File: config.mk
export PLATFORM = sky130hd
export DESIGN_NAME = dbg_stream_bridge_flat
export DESIGN_NICKNAME = d
export VERILOG_FILES = /design/src/rtl/dbg_stream_bridge_pkg.sv /design/src/rtl/dbg_stream_bridge_if.sv /design/src/rtl/dbg_stream_bridge.sv /design/src/flat_wrapper.sv
export SDC_FILE = /design/constraint.sdc
export NUM_CORES = 1
export LEC_CHECK = 0
export CORE_UTILIZATION = 40
export CTS_BUF_LIST = sky130_fd_sc_hd__clkbuf_16
export CTS_CLUSTER_SIZE = 20
export DETAILED_ROUTE_END_ITERATION = 8
export SYNTH_ARGS = -nofsm -noshare
export SYNTH_HDL_FRONTEND = slang
export SYNTH_SLANG_ARGS = --single-unit
File: constraint.sdc
create_clock -name sys_clk_i -period 2.6 [get_ports sys_clk_i]
set_clock_uncertainty 0.2 [all_clocks]
set_input_delay 0.52 -clock sys_clk_i [delete_from_list [all_inputs] [get_ports sys_clk_i]]
set_output_delay 0.52 -clock sys_clk_i [all_outputs]
set_load 0.05 [all_outputs]
File: src/rtl/dbg_stream_bridge_pkg.sv
// dbg_stream_bridge_pkg: FSM states and frame constants shared by the debug stream bridge.
package dbg_bridge_pkg;
  typedef enum logic [2:0] {IDLE, ADDR, DATA, ISSUE, RELEASE, RESP} state_t;
  localparam logic [7:0] DBG_CMD_NOP = 8'h00;
  localparam logic [31:0] DBG_TIMEOUT_RESP = 32'hDEADBEEF;
  localparam int FRAME_FIELD_BYTES = 4;
endpackage

File: src/rtl/dbg_stream_bridge_if.sv
// dbg_stream_bridge_if: host byte streams plus core debug port; master = bridge side.
interface dbg_stream_bridge_if;
  logic [7:0] rx_data_i;
  logic rx_valid_i;
  logic rx_ready_o;
  logic [7:0] tx_data_o;
  logic tx_valid_o;
  logic tx_ready_i;
  logic [7:0] dbg_cmd_o;
  logic [31:0] dbg_addr_o;
  logic [31:0] dbg_data_o;
  logic [31:0] dbg_data_i;
  logic dbg_ready_i;
  logic busy_o;
  modport master (
    input rx_data_i, rx_valid_i, tx_ready_i, dbg_data_i, dbg_ready_i,
    output rx_ready_o, tx_data_o, tx_valid_o, dbg_cmd_o, dbg_addr_o, dbg_data_o, busy_o
  );
  modport slave (
    output rx_data_i, rx_valid_i, tx_ready_i, dbg_data_i, dbg_ready_i,
    input rx_ready_o, tx_data_o, tx_valid_o, dbg_cmd_o, dbg_addr_o, dbg_data_o, busy_o
  );
endinterface

File: src/rtl/dbg_stream_bridge.sv
// dbg_stream_bridge: assembles 9-byte host frames into debug commands and streams back 4 read bytes.
// Optional ISSUE timeout enabled by defining DBG_BRIDGE_TIMEOUT_EN.
module dbg_stream_bridge
  import dbg_bridge_pkg::*;
#(
  parameter int TIMEOUT_CYCLES = 1024
) (
  input logic sys_clk_i,
  input logic rstn_i,
  dbg_stream_bridge_if.master bus
);
  state_t state;
  logic [1:0] cnt;
  logic [7:0] cmd;
  logic [31:0] addr, wdata, resp;
  logic rx_fire, last;
  assign rx_fire = bus.rx_valid_i && bus.rx_ready_o;
  assign last = cnt == 2'(FRAME_FIELD_BYTES - 1);
  if (TIMEOUT_CYCLES < 1) begin : g_bad_timeout
    $error("TIMEOUT_CYCLES must be at least 1");
  end
`ifdef DBG_BRIDGE_TIMEOUT_EN
  localparam int TW = $clog2(TIMEOUT_CYCLES + 1);
  logic [TW-1:0] tmo_cnt;
  logic tmo;
  assign tmo = tmo_cnt == TW'(TIMEOUT_CYCLES - 1);
`endif
  always_ff @(posedge sys_clk_i or negedge rstn_i) begin
    if (!rstn_i) begin
      state <= IDLE;
      cnt <= '0;
      cmd <= '0;
      addr <= '0;
      wdata <= '0;
      resp <= '0;
      bus.rx_ready_o <= 1'b0;
      bus.tx_data_o <= '0;
      bus.tx_valid_o <= 1'b0;
      bus.dbg_cmd_o <= DBG_CMD_NOP;
      bus.dbg_addr_o <= '0;
      bus.dbg_data_o <= '0;
      bus.busy_o <= 1'b0;
`ifdef DBG_BRIDGE_TIMEOUT_EN
      tmo_cnt <= '0;
`endif
    end else begin
      case (state)
        IDLE: begin
          bus.rx_ready_o <= 1'b1;
          if (rx_fire && bus.rx_data_i != DBG_CMD_NOP) begin
            cmd <= bus.rx_data_i;
            cnt <= '0;
            state <= ADDR;
            bus.busy_o <= 1'b1;
          end
        end
        ADDR: if (rx_fire) begin
          addr[{cnt, 3'b000} +: 8] <= bus.rx_data_i;
          cnt <= cnt + 2'd1;
          if (last) state <= DATA;
        end
        DATA: if (rx_fire) begin
          wdata[{cnt, 3'b000} +: 8] <= bus.rx_data_i;
          cnt <= cnt + 2'd1;
          if (last) begin
            state <= ISSUE;
            bus.rx_ready_o <= 1'b0;
            bus.dbg_cmd_o <= cmd;
            bus.dbg_addr_o <= addr;
            bus.dbg_data_o <= {bus.rx_data_i, wdata[23:0]};
`ifdef DBG_BRIDGE_TIMEOUT_EN
            tmo_cnt <= '0;
`endif
          end
        end
        ISSUE: begin
          if (bus.dbg_ready_i) begin
            resp <= bus.dbg_data_i;
            state <= RELEASE;
            bus.dbg_cmd_o <= DBG_CMD_NOP;
          end
`ifdef DBG_BRIDGE_TIMEOUT_EN
          else if (tmo) begin
            resp <= DBG_TIMEOUT_RESP;
            state <= RELEASE;
            bus.dbg_cmd_o <= DBG_CMD_NOP;
          end else tmo_cnt <= tmo_cnt + 1'b1;
`endif
        end
        // cnt has wrapped back to 0 here, so the response starts at its LSB
        RELEASE: if (!bus.dbg_ready_i) begin
          state <= RESP;
          bus.tx_valid_o <= 1'b1;
          bus.tx_data_o <= resp[7:0];
        end
        RESP: if (bus.tx_ready_i) begin
          cnt <= cnt + 2'd1;
          bus.tx_data_o <= resp[{cnt + 2'd1, 3'b000} +: 8];
          if (last) begin
            state <= IDLE;
            bus.tx_valid_o <= 1'b0;
            bus.rx_ready_o <= 1'b1;
            bus.busy_o <= 1'b0;
          end
        end
        default: state <= IDLE;
      endcase
    end
  end
endmodule

File: src/flat_wrapper.sv
// flat-port wrapper written by rule: the top's interface ports become plain ports
module dbg_stream_bridge_flat import dbg_bridge_pkg::*;
#(
  parameter int TIMEOUT_CYCLES = 1024
)
  (sys_clk_i, rstn_i, bus_rx_data_i, bus_rx_valid_i, bus_tx_ready_i, bus_dbg_data_i, bus_dbg_ready_i, bus_rx_ready_o, bus_tx_data_o, bus_tx_valid_o, bus_dbg_cmd_o, bus_dbg_addr_o, bus_dbg_data_o, bus_busy_o);
  dbg_stream_bridge_if bus_i ();
  input logic sys_clk_i;
  input logic rstn_i;
  input wire logic [$bits(bus_i.rx_data_i)-1:0] bus_rx_data_i;
  input wire logic [$bits(bus_i.rx_valid_i)-1:0] bus_rx_valid_i;
  input wire logic [$bits(bus_i.tx_ready_i)-1:0] bus_tx_ready_i;
  input wire logic [$bits(bus_i.dbg_data_i)-1:0] bus_dbg_data_i;
  input wire logic [$bits(bus_i.dbg_ready_i)-1:0] bus_dbg_ready_i;
  output wire logic [$bits(bus_i.rx_ready_o)-1:0] bus_rx_ready_o;
  output wire logic [$bits(bus_i.tx_data_o)-1:0] bus_tx_data_o;
  output wire logic [$bits(bus_i.tx_valid_o)-1:0] bus_tx_valid_o;
  output wire logic [$bits(bus_i.dbg_cmd_o)-1:0] bus_dbg_cmd_o;
  output wire logic [$bits(bus_i.dbg_addr_o)-1:0] bus_dbg_addr_o;
  output wire logic [$bits(bus_i.dbg_data_o)-1:0] bus_dbg_data_o;
  output wire logic [$bits(bus_i.busy_o)-1:0] bus_busy_o;
  assign bus_i.rx_data_i = bus_rx_data_i;
  assign bus_i.rx_valid_i = bus_rx_valid_i;
  assign bus_i.tx_ready_i = bus_tx_ready_i;
  assign bus_i.dbg_data_i = bus_dbg_data_i;
  assign bus_i.dbg_ready_i = bus_dbg_ready_i;
  assign bus_rx_ready_o = bus_i.rx_ready_o;
  assign bus_tx_data_o = bus_i.tx_data_o;
  assign bus_tx_valid_o = bus_i.tx_valid_o;
  assign bus_dbg_cmd_o = bus_i.dbg_cmd_o;
  assign bus_dbg_addr_o = bus_i.dbg_addr_o;
  assign bus_dbg_data_o = bus_i.dbg_data_o;
  assign bus_busy_o = bus_i.busy_o;
  dbg_stream_bridge #(.TIMEOUT_CYCLES(TIMEOUT_CYCLES)) u_core (.sys_clk_i(sys_clk_i), .rstn_i(rstn_i), .bus(bus_i));
endmodule
# [After elaboration in Yosys (flattened, before gate mapping)]
# Index checks and enable logic that the tools add are counted.
[classes] reduce_logical=22 n_shift=3 n_eq_ne=16 mux=33 n_addsub=2
[ops] cell="32-bit bitwise mux" n=2
[ops] cell="8-bit 2-to-1 mux" n=5
[ops] cell="8-bit one-hot mux with 2 select lines" n=2
[ops] cell="8-bit by 7-bit variable shift with 32-bit output, first input constant" n=1
[ops] cell="32-bit by 6-bit variable part select with 8-bit output" n=1
[ops] cell="8-bit by 7-bit variable part select with 32-bit output" n=1
[ops] cell="3-bit 2-to-1 mux" n=9
[ops] cell="3-bit one-hot mux with 6 select lines" n=1
[ops] cell="4-bit AND reduction" n=4
[ops] cell="2-bit by 1-bit != test with 1-bit output, second input constant" n=7
[ops] cell="9-bit AND reduction" n=1
[ops] cell="2-bit AND reduction" n=4
[ops] cell="8-bit nonzero test" n=1
[ops] cell="1-bit 2-to-1 mux" n=7
[ops] cell="5-bit negation with 7-bit output" n=1
[ops] cell="3-bit by 2-bit equality test with 1-bit output, second input constant" n=2
[ops] cell="3-bit equality test, second input constant" n=2
[ops] cell="2-bit 2-to-1 mux" n=3
[ops] cell="2-bit != test, second input constant" n=3
[ops] cell="2-bit one-hot mux with 3 select lines" n=1
[ops] cell="3-bit AND reduction" n=2
[ops] cell="2-bit nonzero test" n=3
[ops] cell="3-bit nonzero test" n=2
[ops] cell="5-bit AND reduction" n=1
[ops] cell="other kinds (8)" n=10
[totals] ff_bits=192

# [Depth between registers and ports, before layout]
# Gate-level depths: netlist (run 1).
[depth] word_depth=4 mapped_depth=8 ltp_nobuf=6

# [Worst setup path after synthesis (run 1)]
# Ideal clock, no wire load.
[synth_timing] path_type="register -> register" startpoint="register u_core.cnt[0]" endpoint="register u_core.addr[24]" period_less_slack_ns=2.346 arrival_time_ns=2.063 n_path_buf=2 setup_time_ns=0.083 path_stages_with_launch=8 setup_slack_ns=0.254 t_required_ns=2.317 path_cell_list="dfrtp_1 -> inv_1 -> clkbuf_1 -> ha_1 -> clkbuf_1 -> nor3_1 -> nand2_1 -> o21ai_0"
[synth_between] elab_chain_len=3 elab_cells_between_ends=4 cone_classes="1 x add/sub; 2 x shift; 1 x mux"
[synth_lines] item="start: declaration" line="dbg_stream_bridge.sv:13" rtl="logic [1:0] cnt;"
[synth_lines] item="start signal: assignment" line="dbg_stream_bridge.sv:59" rtl="cnt <= cnt + 2'd1;"
[synth_lines] item="start signal: assignment" line="dbg_stream_bridge.sv:64" rtl="cnt <= cnt + 2'd1;"
[synth_lines] item="start signal: assignment" line="dbg_stream_bridge.sv:97" rtl="cnt <= cnt + 2'd1;"
[synth_lines] item="5-bit negation with 7-bit output (*)" line="dbg_stream_bridge.sv:58" rtl="addr[{cnt, 3'b000} +: 8] <= bus.rx_data_i;"
[synth_lines] item="8-bit by 7-bit variable part select with 32-bit output / 8-bit by 7-bit variable shift with 32-bit output (equally long branches)" line="dbg_stream_bridge.sv:58"
[synth_lines] item="32-bit bitwise mux (*)" line="dbg_stream_bridge.sv:58"
[synth_lines] item="end signal: indexed assignment" line="dbg_stream_bridge.sv:58"
[synth_lines] item="end: declaration" line="dbg_stream_bridge.sv:15" rtl="logic [31:0] addr, wdata, resp;"
# Mark *: on every way between the ends. The rest lies on a longest branch, timed or not.
# A chain may end at the register's enable or synchronous reset.

# [Worst setup path in the final report (run 1)]
[layout_timing] startpoint="register u_core.bus.rx_ready_o" endpoint="output port bus_rx_ready_o"
[layout_lines] item="start: declaration" line="dbg_stream_bridge_if.sv:17" rtl="output rx_ready_o, tx_data_o, tx_valid_o, dbg_cmd_o, dbg_addr_o, dbg_data_o, busy_o"
[layout_lines] item="start signal: assignment" line="dbg_stream_bridge.sv:36" rtl="bus.rx_ready_o <= 1'b0;"
[layout_lines] item="start signal: assignment" line="dbg_stream_bridge.sv:49" rtl="bus.rx_ready_o <= 1'b1;"
[layout_lines] item="start signal: assignment" line="dbg_stream_bridge.sv:67" rtl="bus.rx_ready_o <= 1'b0;"
[layout_lines] item="end: declaration" line="flat_wrapper.sv:15" rtl="output wire logic [$bits(bus_i.rx_ready_o)-1:0] bus_rx_ready_o;"
# No word-level cell between the ends.

==> results_dict.tcl, run 1 <==
set metrics [dict create \
    synth_simple_gate_area_frac 0.0733 \
    cp_cell_sequence "clkdlybuf4s50_1" \
    antenna_found_initial 0 \
    cts.sinks 184 \
    cts_max_level 4 \
    vias 4831 \
    crit_required_ns 1.88 \
    path_buf_inv 1 \
    ir_drop_uv 519 \
    final-hold-violation-count 0 \
    nets 753 \
    overflow 0 \
    vias_per_cell 5.12 \
    core-area_sq_um 18200 \
    power_density_nw_per_um2 965 \
    r2r_slack_ns 0.35 \
    netlist_area_sq_um 7510 \
    synthCells 547 \
    min_from "u_core.addr[25]" \
    drc 8 \
    max_slew_margin 0.422 \
    dp_hpwl_mm 12.0 \
    rr_worst_depth 7 \
    rows 49 \
    chipHeight_microns 139 \
    fmax_ghz 0.419 \
    intPower_w 0.00633 \
    worst_slack_ns 0.211 \
    failed_checks "DRC" \
    finalWeightedCongestion 0.840 \
    finalSetupViolCount 0 \
    outcome "complete, but fails checks" \
    synth_fa_ha_area_frac 0.0100 \
    power_switching_w 0.00314 \
    tightest_slew_ns 0.861 \
    period_needed_ns 2.39 \
    fin_util 0.539 \
    p_seq_frac 0.420 \
    hold_path_class "flop to flop" \
    drtIter0Drc 216 \
    leakage_nw 4.58 \
    finalMaxSlewViolations 0 \
    crit_path_top_delay_cell "clkdlybuf4s50_1" \
    ant_nets 0 \
    grt_pass1_vias 5039 \
    ys_seq_area_frac 0.613 \
    combPwrFrac 0.311 \
    syn_nets 598 \
    avgSynthCellArea_sq_um 13.7 \
    start_kind "flop" \
    track_usage 0.185 \
    grt_max_degree 61 \
    synthDistinctLibCells 41 \
    yosysWarnings 0 \
    hold_path_depth 2 \
    r2r-end "u_core.addr[19]" \
    route.detailed.wl_per_inst_microns 17.9 \
    cp_max_fo 5 \
    fin_setup_tns_ns 0 \
    grt_pass1_wl_mm 27.3 \
    drt_pass1_iterations 6 \
    synth-xor-area-share 0 \
    timing.rr.start "u_core.cnt[1]" \
    rsz0062_at_grt "false" \
    ys_ff_latch 184 \
    clock_power_share 0.268 \
    insertion_delay_ns 0.42 \
    clkSlewWorstSetupHoldPaths_ns 0.07 \
    cp_top_family "buffers and inverters" \
    cts_root_buffer "clkbuf_16" \
    syn2layout_area_growth_pct 30.7 \
    cts_buffer_depth 2 \
    cts_buffers 17 \
    die_w_microns 139 \
    io_pins 128 \
    synth.mux.area_fraction 0.227 \
    hold_end "u_core.addr[25]" \
    dp_slack_ns 0.117 \
    port_buffers 127 \
    criticalPathCategory "flop to primary output" \
    fin_crit_sh 0.919 \
    die_area_sq_um 19300 \
    totalWireLength_mm 16.9 \
    start_util 0.412 \
    synth-compound-area-share 0.0550 \
    max_stage_delay_ns 0.83 \
    antenna_cells 0 \
    crit_path_end_kind "primary output" \
    switching_share 0.331 \
    synth_top_family_by_area "multiplexers" \
    cts_tree "yes" \
    drive_gt1_frac 0.292 \
    cp.arrival_ns 1.67 \
    maxCapViolations 0 \
]
-- cell usage after synthesis --
master	n	area share
nand3b_1	1	0.0010
nor3b_2	1	0.0017
a21boi_0	1	0.0010
nand3_1	4	0.0027
o2bb2ai_1	1	0.0012
buf_6	3	0.0045
dfrtp_1	184	0.61
nor3b_1	1	0.0010
nand2b_1	3	0.0025
o211ai_1	1	0.0010
nor4_1	2	0.0017
nor2_1	9	0.0045
o221a_2	7	0.010
a22o_1	8	0.0093
o211a_1	1	0.0013
a22oi_1	1	0.0010
nor2b_1	2	0.0017
clkbuf_1	10	0.0050
buf_1	3	0.0015
a21oi_2	1	0.0012
and2_1	20	0.017
mux2i_1	15	0.020
buf_4	3	0.0030
nor2b_2	1	0.0012
nand4b_1	1	0.0012
o21ai_0	29	0.019
nand2_1	51	0.025
a2bb2oi_1	1	0.0012
and3_1	2	0.0017
nand4_1	2	0.0017
a21o_1	3	0.0030
nor3_1	2	0.0013
or2_2	9	0.0075
buf_2	3	0.0020
ha_1	6	0.010
a21oi_1	2	0.0013
o311ai_0	1	0.0012
mux2_2	127	0.19
inv_1	11	0.0055
mux2_1	11	0.016
o22ai_1	3	0.0025
-- cells by family (layout without fill, tap and decap cells) --
kind of cell | after synthesis | count (layout)
compound gates | 60 | 60
fa+ha+maj | 6 | 6
buf+inv | 33 | 201
flops | 184 | 184
mux | 153 | 153
simple gates | 111 | 111
-- worst max-delay path by stage --
stage | start | endpoint | slack (ns) | cells past startpoint
2_1_floorplan | u_core.cnt[0] | u_core.addr[24] | 0.25 | 7
3_3_place_gp | bus_rx_data_i[7] | u_core.cmd[5] | 0.16 | 6
3_5_place_dp | bus_rx_valid_i | u_core.cmd[6] | 0.12 | 7
4_1_cts | u_core.bus.rx_ready_o | bus_rx_ready_o | 0.17 | 1
5_1_grt | u_core.bus.rx_ready_o | bus_rx_ready_o | 0.15 | 1
6_report | u_core.bus.rx_ready_o | bus_rx_ready_o | 0.21 | 1
-- per-stage QoR --
stage	power [W]	area [sq um]	hold WS, ns	std cells
CTS	0.00956	9810	0.287	944
detailed placement	0.00700	9220	0.272	911
finish	0.00946	9810	0.286	944
global route	0.00997	9810	0.303	944
floorplan	0.00596	7510	0.0244	547
global placement	0.00692	9220	0.259	911
-- cells in the final DEF, fill, tap and decap left out, types with 4 or more instances in the layout --
master,count
dfrtp_1,184
nand2_1,51
nor2_1,9
clkbuf_16,17
o221a_2,7
a22o_1,8
inv_1,11
and2_1,19
buf_12,4
o21ai_0,29
nand3_1,4
mux2i_1,15
buf_4,26
ha_1,6
mux2_2,127
clkinv_2,4
clkdlybuf4s50_1,126
mux2_1,11
or2_2,9
-- routing by layer --
metal	wire length [microns]	GRT usage	vias up
met2	8160	0.300	113
li1	-	-	2227
met3	891	0.0521	18
met5	0	0	-
met4	273	0.0661	0
met1	7590	0.236	2473
-- power by group through the flow --
stage                     Clock [W]  Sequential [W]  Combinational (W)
after global routing        0.00272         0.00407            0.00318
after detailed placement          0         0.00403            0.00297
after global placement            0         0.00400            0.00291
after CTS                   0.00259         0.00398            0.00298
final                       0.00254         0.00398            0.00295
after floorplan                   0         0.00446            0.00149
-- registers in the layout, indices dropped and copies added, names as in the netlist --
register and count:
u_core.bus.rx_ready_o 1, u_core.bus.dbg_cmd_o 8, u_core.bus.dbg_data_o 32, u_core.bus.busy_o 1, u_core.cmd 8, u_core.state 3
u_core.bus.tx_data_o 8, u_core.wdata 24, u_core.bus.dbg_addr_o 32, u_core.resp 32, u_core.cnt 2, u_core.addr 32
u_core.bus.tx_valid_o 1
-- cell type report --
class / instances / area, sq um
Clock buffer: 17 / 425
Clock inverter: 15 / 151
Multi-Input combinational cell: 330 / 2740
Inverter: 11 / 41.3
Fill cell: 1517 / 8400
Timing Repair Buffer: 158 / 1560
Tap cell: 229 / 287
Sequential cell: 184 / 4600
-- repair_timing --
action	4_1_cts	5_1_grt
setup endpoints to repair	0	0
endpoints found under the hold margin	47	0
hold buffers	1	0
setup buffers	0	0
gates resized for setup	0	0
Power figures use the tool's default switching activity.
==> run 2: changes to the inputs <==
Settings changed: CORE_UTILIZATION 40 to 53, PLACE_DENSITY set to 0.8.
==> run 2 against run 1 <==
  * The run now ends clean
  * Setup slack got worse by 0.018 ns
  * Die area decreased by 24%
  * Non-clock buffer count unchanged
  * Fmax decreased by 0.75%
  * Hold slack improved by 0.00091 ns
  * Global-route usage increased by 6.4 points
  * Clock power increased by 8.3%
  * Sequential share of layout area about the same
  * Combinational power increased by 2%
  * Final area increased by 0.10%
  * Largest power group unchanged
==> results_dict.tcl, run 2 (same netlist as run 1, synthesis figures left out) <==
set metrics [dict create \
    grt_pass1_vias 5227 \
    intPower_w 0.00661 \
    overflow 0 \
    cp_cell_sequence "clkdlybuf4s50_1" \
    rsz0062_at_grt "false" \
    drt_pass1_iterations 4 \
    totalWireLength_mm 16.8 \
    power_switching_w 0.00315 \
    cts_max_level 4 \
    ir_drop_uv 739 \
    die_w_microns 121 \
    track_usage 0.249 \
    tightest_slew_ns 0.607 \
    port_buffers 127 \
    crit_required_ns 1.88 \
    final-hold-violation-count 0 \
    nets 753 \
    finalMaxSlewViolations 0 \
    maxCapViolations 0 \
    drtIter0Drc 340 \
    p_seq_frac 0.410 \
    switching_share 0.323 \
    fin_crit_sh 0.926 \
    worst_slack_ns 0.193 \
    path_buf_inv 1 \
    insertion_delay_ns 0.42 \
    fmax_ghz 0.416 \
    ant_nets 0 \
    cts_buffers 17 \
    max_slew_margin 0.594 \
    cp_top_family "buffers and inverters" \
    crit_path_end_kind "primary output" \
    io_pins 128 \
    cp.arrival_ns 1.69 \
    cts_tree "yes" \
    clock_power_share 0.282 \
    drc 0 \
    finalSetupViolCount 0 \
    antenna_found_initial 0 \
    dp_hpwl_mm 11.6 \
    place_area_sq_um 9180 \
    drive_gt1_frac 0.290 \
    finalInstanceArea_sq_um 9820 \
    clkSlewWorstSetupHoldPaths_ns 0.06 \
    final_common_cell "dfrtp_1" \
    layout_common_cells "184 x dfrtp_1, 127 x mux2_2, 126 x clkdlybuf4s50_1" \
    dp_slack_ns 0.135 \
    top_layer "met4" \
    hold_path_class "flop to flop" \
    finalWeightedCongestion 0.836 \
    combPwrFrac 0.308 \
    route.detailed.wl_per_inst_microns 18.8 \
    cts_root_buffer "clkbuf_16" \
    criticalPathCategory "flop to primary output" \
    met3WireLength_microns 860 \
    outcome "finished, final reports clean" \
    total_power_w 0.00975 \
    fin_setup_tns_ns 0 \
    grt_max_degree 59 \
    core-area_sq_um 13800 \
    cts_setup_buffers 0 \
    max_stage_delay_ns 0.85 \
    syn2layout_area_growth_pct 30.8 \
    die_area_sq_um 14600 \
    leakage_nw 4.61 \
    cts_buffer_depth 2 \
    rows 43 \
    power_density_nw_per_um2 993 \
    vias_per_cell 5.52 \
    period_needed_ns 2.41 \
    grt_pass1_wl_mm 27.1 \
    antenna_cells 0 \
    crit_path_top_delay_cell "clkdlybuf4s50_1" \
    start_kind "flop" \
    chipHeight_microns 121 \
    start_util 0.543 \
    met1_length_mm 7.04 \
    wl_met2_mm 8.41 \
    vias 4932 \
    cp_max_fo 5 \
    cts.sinks 184 \
]
run 2: area by class of cell:
cell class / count / area [sq um]
inverters: 11 / 41.3
flip-flops and latches: 184 / 4600
clock inverters: 14 / 205
repair buffers: 158 / 1570
clock buffers: 17 / 425
fillers: 903 / 4010
well taps: 180 / 225
multi-input cells: 330 / 2750
run 2: worst paths after layout:
kind                       slack [ns]                   endpoint  depth (start not counted)                      start
min reg2reg                      0.29  u_core.bus.dbg_data_o[15]                          1  u_core.bus.dbg_data_o[15]
max in group asynchronous        0.99   u_core.bus.dbg_data_o[6]                          3                     rstn_i
max                              0.19             bus_rx_ready_o                          1      u_core.bus.rx_ready_o
max reg2reg                      0.21           u_core.wdata[19]                          6              u_core.cnt[1]
min in group asynchronous        0.44  u_core.bus.dbg_addr_o[21]                          2                     rstn_i
min                              0.29  u_core.bus.dbg_data_o[15]                          1  u_core.bus.dbg_data_o[15]
run 2: per-layer routing:
layer | track usage | vias to the layer above
met5 | 0 | -
met4 | 0.124 | 0
met3 | 0.0597 | 38
met2 | 0.402 | 154
met1 | 0.315 | 2506
li1 | - | 2234
run 2: stage by stage:
| stage | hold slack [ns] | util | std cells |
|---|---|---|---|
| floorplan | 0.0244 | - | 547 |
| global placement | 0.262 | 0.664 | 862 |
| detailed placement | 0.271 | 0.664 | 862 |
| CTS | 0.293 | 0.710 | 894 |
| global route | 0.311 | 0.710 | 894 |
| finish | 0.287 | 0.710 | 894 |
run 2: power by group through the flow:
stage | clock network (W) | logic, W | registers [W]
finish | 0.00275 | 0.00301 | 0.00400
global route | 0.00291 | 0.00324 | 0.00407
CTS | 0.00279 | 0.00302 | 0.00399
detailed placement | 0 | 0.00298 | 0.00403
global placement | 0 | 0.00290 | 0.00399
floorplan | 0 | 0.00149 | 0.00446
run 2: timing repair:
| action | in CTS | in global routing |
|---|---|---|
| endpoints found under the hold margin | 55 | 0 |
| endpoints found under the setup margin | 0 | 16 |
| gates resized for setup | 0 | 1 |
| hold buffers | 1 | 0 |
run 2: worst reg2reg max path: cells and delay by family (launching register included):
kind / cells / cell delay [ns]
simple gates: 3 / 1.04
flops: 1 / 0.42
fa+ha+maj: 1 / 0.41
mux: 1 / 0.16
buf+inv: 1 / 0.11
